### src/rtl/alu_ctrl_pkg.sv
// Shared definitions for the ALU sequencer, the ALU and the regfile.
//   alu_op_e      : ALU select codes 0-8; codes 9-15 are undefined.
//   ctrl_state_e  : sequencer FSM states.
//   op_writes_rd  : 1 when an op commits its result to rd.
package alu_ctrl_pkg;

  typedef enum logic [3:0] {
    OP_ADD  = 4'd0,
    OP_NOTB = 4'd1,
    OP_AND  = 4'd2,
    OP_OR   = 4'd3,
    OP_ASR  = 4'd4,
    OP_LSL  = 4'd5,
    OP_BEQZ = 4'd6,
    OP_BNEZ = 4'd7,
    OP_XOR  = 4'd8
  } alu_op_e;

  typedef enum logic [1:0] {IDLE, OPRD, EXEC, WB} ctrl_state_e;

  // Branches and undefined codes never write the regfile.
  function automatic logic op_writes_rd(input logic [3:0] op);
    case (op)
      OP_ADD, OP_NOTB, OP_AND, OP_OR, OP_ASR, OP_LSL, OP_XOR: return 1'b1;
      default:                                               return 1'b0;
    endcase
  endfunction

endpackage

### src/rtl/alu_seq_ctrl_if.sv
// Decoder -> sequencer command handshake.
//   master (decoder)  : drives cmd_valid and command fields, samples cmd_ready.
//   slave (sequencer) : samples command, drives cmd_ready.
interface alu_seq_ctrl_if #(
  parameter int DATA_W = 16,
  parameter int ADDR_W = 3,
  parameter int OP_W   = 4
);
  logic              cmd_valid;
  logic              cmd_ready;
  logic [OP_W-1:0]   cmd_op;
  logic [ADDR_W-1:0] cmd_rd;
  logic [ADDR_W-1:0] cmd_rs1;
  logic [ADDR_W-1:0] cmd_rs2;
  logic              cmd_use_imm;
  logic [DATA_W-1:0] cmd_imm;

  modport master (
    output cmd_valid, cmd_op, cmd_rd, cmd_rs1, cmd_rs2, cmd_use_imm, cmd_imm,
    input  cmd_ready
  );

  modport slave (
    input  cmd_valid, cmd_op, cmd_rd, cmd_rs1, cmd_rs2, cmd_use_imm, cmd_imm,
    output cmd_ready
  );
endinterface

### src/rtl/TwoToOneMux.sv
// Generic 2:1 mux.
//   a_i/b_i : data inputs, sel_i : 1 selects b_i, y_o : result.
module TwoToOneMux #(
  parameter int W = 16
) (
  input  logic [W-1:0] a_i,
  input  logic [W-1:0] b_i,
  input  logic         sel_i,
  output logic [W-1:0] y_o
);
  assign y_o = sel_i ? b_i : a_i;
endmodule

### src/rtl/alu_seq_ctrl.sv
// Multi-cycle sequencer owning the 8x16 regfile and shared ALU.
// One command per 4 cycles: IDLE (accept) -> OPRD -> EXEC -> WB.
//   clk, rst            : clock, async active-low reset
//   cmd (slave)         : decoded command handshake
//   rf_rd0/1_*          : regfile read ports (combinational data)
//   rf_wr_*             : regfile write port, active in WB
//   alu_a/b/s, alu_f... : shared ALU operands/select and result/flags
//   done, done_*        : writeback pulse and per-op status to fetch/PC
//   ovf_sticky, ovf_clr : accumulated add overflow and its clear
//   busy                : command in flight
module alu_seq_ctrl
  import alu_ctrl_pkg::*;
#(
  parameter int DATA_W = 16,
  parameter int ADDR_W = 3,
  parameter int OP_W   = 4
) (
  input  logic              clk,
  input  logic              rst,
  alu_seq_ctrl_if.slave     cmd,
  output logic [ADDR_W-1:0] rf_rd0_addr,
  output logic [ADDR_W-1:0] rf_rd1_addr,
  input  logic [DATA_W-1:0] rf_rd0_data,
  input  logic [DATA_W-1:0] rf_rd1_data,
  output logic              rf_wr_en,
  output logic [ADDR_W-1:0] rf_wr_addr,
  output logic [DATA_W-1:0] rf_wr_data,
  output logic [DATA_W-1:0] alu_a,
  output logic [DATA_W-1:0] alu_b,
  output logic [OP_W-1:0]   alu_s,
  input  logic [DATA_W-1:0] alu_f,
  input  logic              alu_take_branch,
  input  logic              alu_ovf,
  output logic              done,
  output logic              done_take_branch,
  output logic              done_ovf,
  output logic              ovf_sticky,
  input  logic              ovf_clr,
  output logic              busy
);

  ctrl_state_e state_q, state_d;

  logic [OP_W-1:0]   op_q;
  logic [ADDR_W-1:0] rd_q, rs1_q, rs2_q;
  logic              use_imm_q;
  logic [DATA_W-1:0] imm_q, opa_q, opb_q, res_q, opb_mux;
  logic              br_q, ovf_q, sticky_q;
  logic              accept;

  assign accept = cmd.cmd_valid && (state_q == IDLE);

  // State register
  always_ff @(posedge clk or negedge rst) begin
    if (!rst) state_q <= IDLE;
    else      state_q <= state_d;
  end

  // Next state
  always_comb begin
    state_d = state_q;
    case (state_q)
      IDLE:    if (accept) state_d = OPRD;
      OPRD:    state_d = EXEC;
      EXEC:    state_d = WB;
      WB:      state_d = IDLE;
      default: state_d = IDLE;
    endcase
  end

  // Outputs decoded from state
  always_comb begin
    cmd.cmd_ready    = (state_q == IDLE);
    busy             = (state_q != IDLE);
    done             = (state_q == WB);
    rf_wr_en         = done && op_writes_rd(op_q);
    done_take_branch = done && br_q;
    // Only add reports overflow; other ops' ALU ovf is meaningless.
    done_ovf         = done && ovf_q && (op_q == OP_ADD);
  end

  TwoToOneMux #(.W(DATA_W)) u_opb_mux (
    .a_i   (rf_rd1_data),
    .b_i   (imm_q),
    .sel_i (use_imm_q),
    .y_o   (opb_mux)
  );

  // Command, operand and result registers
  always_ff @(posedge clk or negedge rst) begin
    if (!rst) begin
      op_q      <= '0;
      rd_q      <= '0;
      rs1_q     <= '0;
      rs2_q     <= '0;
      use_imm_q <= 1'b0;
      imm_q     <= '0;
      opa_q     <= '0;
      opb_q     <= '0;
      res_q     <= '0;
      br_q      <= 1'b0;
      ovf_q     <= 1'b0;
    end else begin
      if (accept) begin
        op_q      <= cmd.cmd_op;
        rd_q      <= cmd.cmd_rd;
        rs1_q     <= cmd.cmd_rs1;
        rs2_q     <= cmd.cmd_rs2;
        use_imm_q <= cmd.cmd_use_imm;
        imm_q     <= cmd.cmd_imm;
      end
      if (state_q == OPRD) begin
        opa_q <= rf_rd0_data;
        opb_q <= opb_mux;
      end
      if (state_q == EXEC) begin
        res_q <= alu_f;
        br_q  <= alu_take_branch;
        ovf_q <= alu_ovf;
      end
    end
  end

  // Sticky overflow: a set in WB beats a coincident clear.
  always_ff @(posedge clk or negedge rst) begin
    if (!rst)                                            sticky_q <= 1'b0;
    else if ((state_q == WB) && (op_q == OP_ADD) && ovf_q) sticky_q <= 1'b1;
    else if (ovf_clr)                                    sticky_q <= 1'b0;
  end

  assign rf_rd0_addr = rs1_q;
  assign rf_rd1_addr = rs2_q;
  assign rf_wr_addr  = rd_q;
  assign rf_wr_data  = res_q;
  assign alu_a       = opa_q;
  assign alu_b       = opb_q;
  assign alu_s       = op_q;
  assign ovf_sticky  = sticky_q;

endmodule
### src/flat_wrapper.sv
// flat-port wrapper written by rule: the top's interface ports become plain ports
module alu_seq_ctrl_flat import alu_ctrl_pkg::*;
#(
  parameter int DATA_W = 16,
  parameter int ADDR_W = 3,
  parameter int OP_W   = 4
)
  (clk, rst, rf_rd0_addr, rf_rd1_addr, rf_rd0_data, rf_rd1_data, rf_wr_en, rf_wr_addr, rf_wr_data, alu_a, alu_b, alu_s, alu_f, alu_take_branch, alu_ovf, done, done_take_branch, done_ovf, ovf_sticky, ovf_clr, busy, cmd_cmd_valid, cmd_cmd_op, cmd_cmd_rd, cmd_cmd_rs1, cmd_cmd_rs2, cmd_cmd_use_imm, cmd_cmd_imm, cmd_cmd_ready);
  alu_seq_ctrl_if #(.DATA_W(DATA_W), .ADDR_W(ADDR_W), .OP_W(OP_W)) cmd_i ();
  input  logic clk;
  input  logic rst;
  output logic [ADDR_W-1:0] rf_rd0_addr;
  output logic [ADDR_W-1:0] rf_rd1_addr;
  input  logic [DATA_W-1:0] rf_rd0_data;
  input  logic [DATA_W-1:0] rf_rd1_data;
  output logic rf_wr_en;
  output logic [ADDR_W-1:0] rf_wr_addr;
  output logic [DATA_W-1:0] rf_wr_data;
  output logic [DATA_W-1:0] alu_a;
  output logic [DATA_W-1:0] alu_b;
  output logic [OP_W-1:0] alu_s;
  input  logic [DATA_W-1:0] alu_f;
  input  logic alu_take_branch;
  input  logic alu_ovf;
  output logic done;
  output logic done_take_branch;
  output logic done_ovf;
  output logic ovf_sticky;
  input  logic ovf_clr;
  output logic busy;
  input wire logic [$bits(cmd_i.cmd_valid)-1:0] cmd_cmd_valid;
  input wire logic [$bits(cmd_i.cmd_op)-1:0] cmd_cmd_op;
  input wire logic [$bits(cmd_i.cmd_rd)-1:0] cmd_cmd_rd;
  input wire logic [$bits(cmd_i.cmd_rs1)-1:0] cmd_cmd_rs1;
  input wire logic [$bits(cmd_i.cmd_rs2)-1:0] cmd_cmd_rs2;
  input wire logic [$bits(cmd_i.cmd_use_imm)-1:0] cmd_cmd_use_imm;
  input wire logic [$bits(cmd_i.cmd_imm)-1:0] cmd_cmd_imm;
  output wire logic [$bits(cmd_i.cmd_ready)-1:0] cmd_cmd_ready;
  assign cmd_i.cmd_valid = cmd_cmd_valid;
  assign cmd_i.cmd_op = cmd_cmd_op;
  assign cmd_i.cmd_rd = cmd_cmd_rd;
  assign cmd_i.cmd_rs1 = cmd_cmd_rs1;
  assign cmd_i.cmd_rs2 = cmd_cmd_rs2;
  assign cmd_i.cmd_use_imm = cmd_cmd_use_imm;
  assign cmd_i.cmd_imm = cmd_cmd_imm;
  assign cmd_cmd_ready = cmd_i.cmd_ready;
  alu_seq_ctrl #(.DATA_W(DATA_W), .ADDR_W(ADDR_W), .OP_W(OP_W)) u_core (.clk(clk), .rst(rst), .cmd(cmd_i), .rf_rd0_addr(rf_rd0_addr), .rf_rd1_addr(rf_rd1_addr), .rf_rd0_data(rf_rd0_data), .rf_rd1_data(rf_rd1_data), .rf_wr_en(rf_wr_en), .rf_wr_addr(rf_wr_addr), .rf_wr_data(rf_wr_data), .alu_a(alu_a), .alu_b(alu_b), .alu_s(alu_s), .alu_f(alu_f), .alu_take_branch(alu_take_branch), .alu_ovf(alu_ovf), .done(done), .done_take_branch(done_take_branch), .done_ovf(done_ovf), .ovf_sticky(ovf_sticky), .ovf_clr(ovf_clr), .busy(busy));
endmodule
### config.mk
export PLATFORM = sky130hd
export DESIGN_NAME = alu_seq_ctrl_flat
export DESIGN_NICKNAME = d
export VERILOG_FILES = /design/src/rtl/alu_ctrl_pkg.sv /design/src/rtl/alu_seq_ctrl_if.sv /design/src/rtl/TwoToOneMux.sv /design/src/rtl/alu_seq_ctrl.sv /design/src/flat_wrapper.sv
export SDC_FILE = /design/constraint.sdc
export NUM_CORES = 1
export LEC_CHECK = 0
export BUFFER_PORTS_ARGS = -buffer_cell sky130_fd_sc_hd__buf_2
export CORE_ASPECT_RATIO = 0.75
export CORE_MARGIN = 4
export CORE_UTILIZATION = 47
export CTS_BUF_LIST = sky130_fd_sc_hd__clkbuf_16
export CTS_CLUSTER_SIZE = 30
export DETAILED_ROUTE_END_ITERATION = 10
export GPL_TIMING_DRIVEN = 1
export PLACE_DENSITY_LB_ADDON = 0.25
export SYNTH_ARGS = -nofsm -noshare
export SYNTH_HDL_FRONTEND = slang
export SYNTH_SLANG_ARGS = --single-unit
### constraint.sdc
create_clock -name clk -period 2 [get_ports clk]
set_input_delay 0.3 -clock clk [delete_from_list [all_inputs] [get_ports clk]]
set_output_delay 0.3 -clock clk [all_outputs]
set_load 0.05 [all_outputs]
======== After elaboration in Yosys (flattened, before gate mapping) ========
Cells that the tools add are included.
word-level totals
  output and inout port bits .............. 68
  logic and storage cells ................. 41
  input bits .............................. 84
  register bits ........................... 83
operators by class
  eq/ne operators ......................... 10
  multiplexer cells ....................... 6
  reductions and logical operators ........ 12
operators with widths
  operator                                               number
  2-to-1 mux 16 bit                                      1
  equality test 4 x 2 -> 1 bit, second input constant    2
  equality test 4 x 3 -> 1 bit, second input constant    2
  one-hot mux 2 bit (4 select lines)                     1
  logical AND 1 bit                                      7
  OR reduction 7 bit                                     1
  equality test 2 bit, second input constant             2
  equality test 4 x 1 -> 1 bit, second input constant    1
  equality test 4 bit, second input constant             1
  zero test 4 bit                                        1
  nonzero test 2 bit                                     2
  2-to-1 mux 1 bit                                       3
  equality test 2 x 1 -> 1 bit, second input constant    1
  zero test 2 bit                                        1
  2-to-1 mux 2 bit                                       1
  inequality test 2 x 1 -> 1 bit, second input constant  1

======== Logic depth before layout (Yosys ltp) ========
  word-level depth ........................ 4
  mapped depth ............................ 6
  gate-level depth less buffers ........... 4

======== By module ========
A second synthesis with hierarchy kept.
second synthesis, totals
  cell total of the unflattened synthesis .. 211
  area total of the unflattened synthesis .. 3,639.7 µm²
by module, submodules not included
  module        instances  area an instance (µm²)  cells an instance
  alu_seq_ctrl  1          3,390.8                 193
  TwoToOneMux   1          249.0                   18

======== Least setup slack after synthesis ========
No wires, ideal clock.
  path type ............................... register -> output
  start point ............................. register u_core.op_q[1] (netlist: u_core.alu_s[1])
  end point ............................... output port rf_wr_en
  cell stages (with the launch flop) ...... 3
  setup slack ............................. -460 ps
  data arrival time ....................... 2,160 ps
  buffers on the path ..................... 0
  cell sequence ........................... dfrtp_1 -> or3_4 -> a21boi_0
between the ends
  longest elaborated chain between the ends .. 4
  elaborated cells between the ends (all ways) .. 10
RTL lines
  what                                                        RTL line             text
  start, declared                                             alu_seq_ctrl.sv:44   logic [OP_W-1:0] op_q;
  start signal, assigned                                      alu_seq_ctrl.sv:105  op_q <= cmd.cmd_op;
  equality test 4 x 1 -> 1 bit, or another cell as far along  alu_ctrl_pkg.sv:23   case (op)
  OR reduction 7 bit (*)                                      alu_ctrl_pkg.sv:23
  2-to-1 mux 1 bit (*)                                        alu_ctrl_pkg.sv:23
  logical AND 1 bit (*)                                       alu_seq_ctrl.sv:76   rf_wr_en = done && op_writes_rd(op_q);
  end, declared                                               flat_wrapper.sv:16   output logic rf_wr_en;
Every way passes the cells marked *; elsewhere a longest branch is shown, timed or not.

======== Worst setup path after layout ========
  start point ............................. register u_core.op_q[1] (netlist: u_core.alu_s[1])
  end point ............................... output port done_ovf
between the ends
  longest elaborated chain between the ends .. 2
RTL lines
  what               RTL line            text
  zero test 4 bit    alu_seq_ctrl.sv:79  done_ovf = done && ovf_q && (op_q == OP_ADD);
  logical AND 1 bit  alu_seq_ctrl.sv:79
  end, declared      flat_wrapper.sv:27  output logic done_ovf;
Every way passes these cells.

==> flow_summary.json <==
{
  "gp_congestion": 0.745,
  "grt_usage_pct": 18.1,
  "fmax_mhz": 522,
  "cts_tree": "done",
  "finalHoldViolCount": 0,
  "drtIter0Drc": 58,
  "io_pins": 152,
  "crit_required_ps": 1700,
  "worst_slack_ps": 84.3,
  "antenna_found_initial": 0,
  "fill_cells": 547,
  "setup_viol": 0,
  "seq_area_um2": 2080,
  "synth-xor-area-share_pct": 0,
  "yosys.area_share.simple_pct": 2.99,
  "start_kind": "flop",
  "via_count": 2366,
  "status": "finished, final reports clean",
  "hp-class": "in2reg",
  "yosysWarnings": 0,
  "final_cell_mix": "buf_2, dfrtp_1, mux2_2, mux2i_1, nor2_1",
  "postCtsSetupRepairBufs": 0,
  "postRouteAntennaNets": 0,
  "critPathMaxFanout": 4,
  "relSlewSlack_pct": 69.7,
  "synth_compound_area_share_pct": 3.37,
  "slew_viol_final": 0,
  "ys_seq_area_share_pct": 62.1,
  "ys_ff_latch": 83,
  "fin_crit_ps": 1920,
  "cts.path.max_buffers": 2,
  "end_kind": "output pin",
  "whs_path_depth": 2,
  "synth_fp_nets": 317,
  "fin_cells": 489,
  "drv_cap": 0,
  "muxShareOfSynthArea_pct": 27.0,
  "r2r-end": "u_core.alu_b[1]",
  "hp-start": "ovf_clr",
  "synth_top_family_by_area": "multiplexers",
  "dp_cells": 473,
  "cts_sinks": 83,
  "async_flop_share_pct": 100,
  "initial_core_util_pct": 48.7,
  "worst_pin_slew_ps": 454,
  "syn_to_final_growth_pct": 35.9,
  "clk_pin_slew_ps": 60,
  "syn_inst": 228,
  "pre_cts_ws_ps": 388,
  "grt_pass1_vias": 2496,
  "critPathSlowestCell": "or3_4",
  "overflow": 0,
  "port-buffer-count": 151,
  "worstSetupPathType": "reg2out",
  "cts_resized": 0,
  "dr.pass1.iters": 4,
  "reg2reg_slack_ps": 390,
  "synth_edf_count": 0,
  "clk_latency_ps": 320,
  "synthAdderAreaFrac_pct": 1.87,
  "multi_input_area_um2": 1180,
  "die_area_um2": 8550,
  "synth_flop_cell": "dfrtp_1",
  "synth_cell_types": 19,
  "viasPerCell": 4.84,
  "drive_above_1_share_pct": 61.9,
  "arrival_ps": 1620,
  "crit_path_max_incr_delay_ps": 420,
  "grt_max_degree": 39,
  "dieHeight_um": 81.1,
  "drt-wirelength-per-cell_um": 14.9,
  "die_x_um": 105,
  "reg2reg_depth": 5,
  "n_antenna_cell": 0,
  "rows": 26,
  "grt_first_pass_wirelength_um": 12000,
  "hold_path_end": "u_core.ovf_sticky",
  "cts_root_buf": "clkbuf_16",
  "netlist_area_um2": 3350,
  "finalCritPeriodShare_pct": 95.8,
  "cts_buffers": 9,
  "rsz0062_at_grt": "no",
  "finClkSkew_ps": 4.43,
  "coreArea_um2": 6860,
  "r2r-start": "u_core.state_q[1]",
  "drcViolationCount": 0,
  "avgSynthCellArea_um2": 14.7,
  "cp_cell_sequence": "or3_4 -> nor3_2 -> buf_2",
  "cts_htree_levels": 3,
  "wl_um": 7300,
  "final_common_cell": "buf_2",
  "nets": 476,
  "dp_hpwl_um": 5580
}
worst max-delay path by stage:
stage                       from          endpoint  slack, ps  cells past startpoint
3_3_place_gp   u_core.state_q[0]   u_core.alu_s[0]        440                      5
6_report         u_core.alu_s[1]          done_ovf         80                      3
2_1_floorplan    u_core.alu_s[1]          rf_wr_en        -80                      2
4_1_cts          u_core.alu_s[1]          done_ovf         70                      3
5_1_grt          u_core.alu_s[1]          done_ovf         30                      3
3_5_place_dp   u_core.state_q[1]  u_core.alu_b[10]        390                      5
cell type report:
type	instances	area share [%]
sequential	83	45.7
inverter	4	0.330
timing repair buffer	160	18.5
multi-input combinational	129	26.1
clock buffer	9	4.95
clock inverter	6	1.82
tap	98	2.70
stage by stage:
step | hold WS, ps | area, µm² | TNS, ps | utilization, %
3_5_place_dp | 260 | 4230 | 0 | 61.6
5_1_grt | 169 | 4550 | 0 | 66.3
3_3_place_gp | 257 | 4230 | 0 | 61.6
2_1_floorplan | 4.41 | 3350 | -81.5 | -
6_report | 175 | 4550 | 0 | 66.3
4_1_cts | 164 | 4550 | 0 | 66.3
synth_stat cells (2+ instances only):
library cell   n  area, µm²
a21oi_1       16       80.1
buf_2          7       35.0
buf_4          2       15.0
buf_6          2       22.5
dfrtp_1       83       2080
ha_1           5       62.6
inv_1          4       15.0
mux2_2        65        732
mux2i_1       17        170
nand2_1        2       7.51
nor2_1        17       63.8
metal layers:
metal  vias to the layer above  wire length (µm)  global-route usage [%]
li1                       1109                 -                       -
met4                         0                89                    5.50
met3                        10               719                    8.10
met1                      1149              3020                    21.8
met2                        98              3480                    29.5
met5                         -                 0                       0
worst max-delay path, delay by kind of cell, from the launching register on:
kind | cells | cell delay (ps)
buf+inv | 1 | 290
flops | 1 | 410
simple gates | 2 | 590
sequential cells by signal, summed over array words and instances, names as in the netlist:
name,flops
u_core.ovf_sticky,1
u_core.rf_rd0_addr,3
u_core.imm_q,16
u_core.rf_wr_data,16
u_core.alu_s,4
u_core.alu_b,16
u_core.state_q,2
u_core.ovf_q,1
u_core.br_q,1
u_core.alu_a,16
u_core.use_imm_q,1
u_core.rf_rd1_addr,3
u_core.rf_wr_addr,3
timing repair:
item | CTS | global route
endpoints found under the hold margin | 28 | 0
hold buffers | 1 | 0
endpoints found under the setup margin | 0 | 0
logic make-up after synthesis:
group | Yosys count
adder cells (fa/ha/maj) | 5
flip-flops | 83
AND/OR/NAND/NOR | 23
multiplexers | 82
AO/OA/AOI/OAI | 19
buffers and inverters | 16
Power is not shown: default switching activity piles up to over one toggle a cycle in this logic, so the estimate is an artifact.
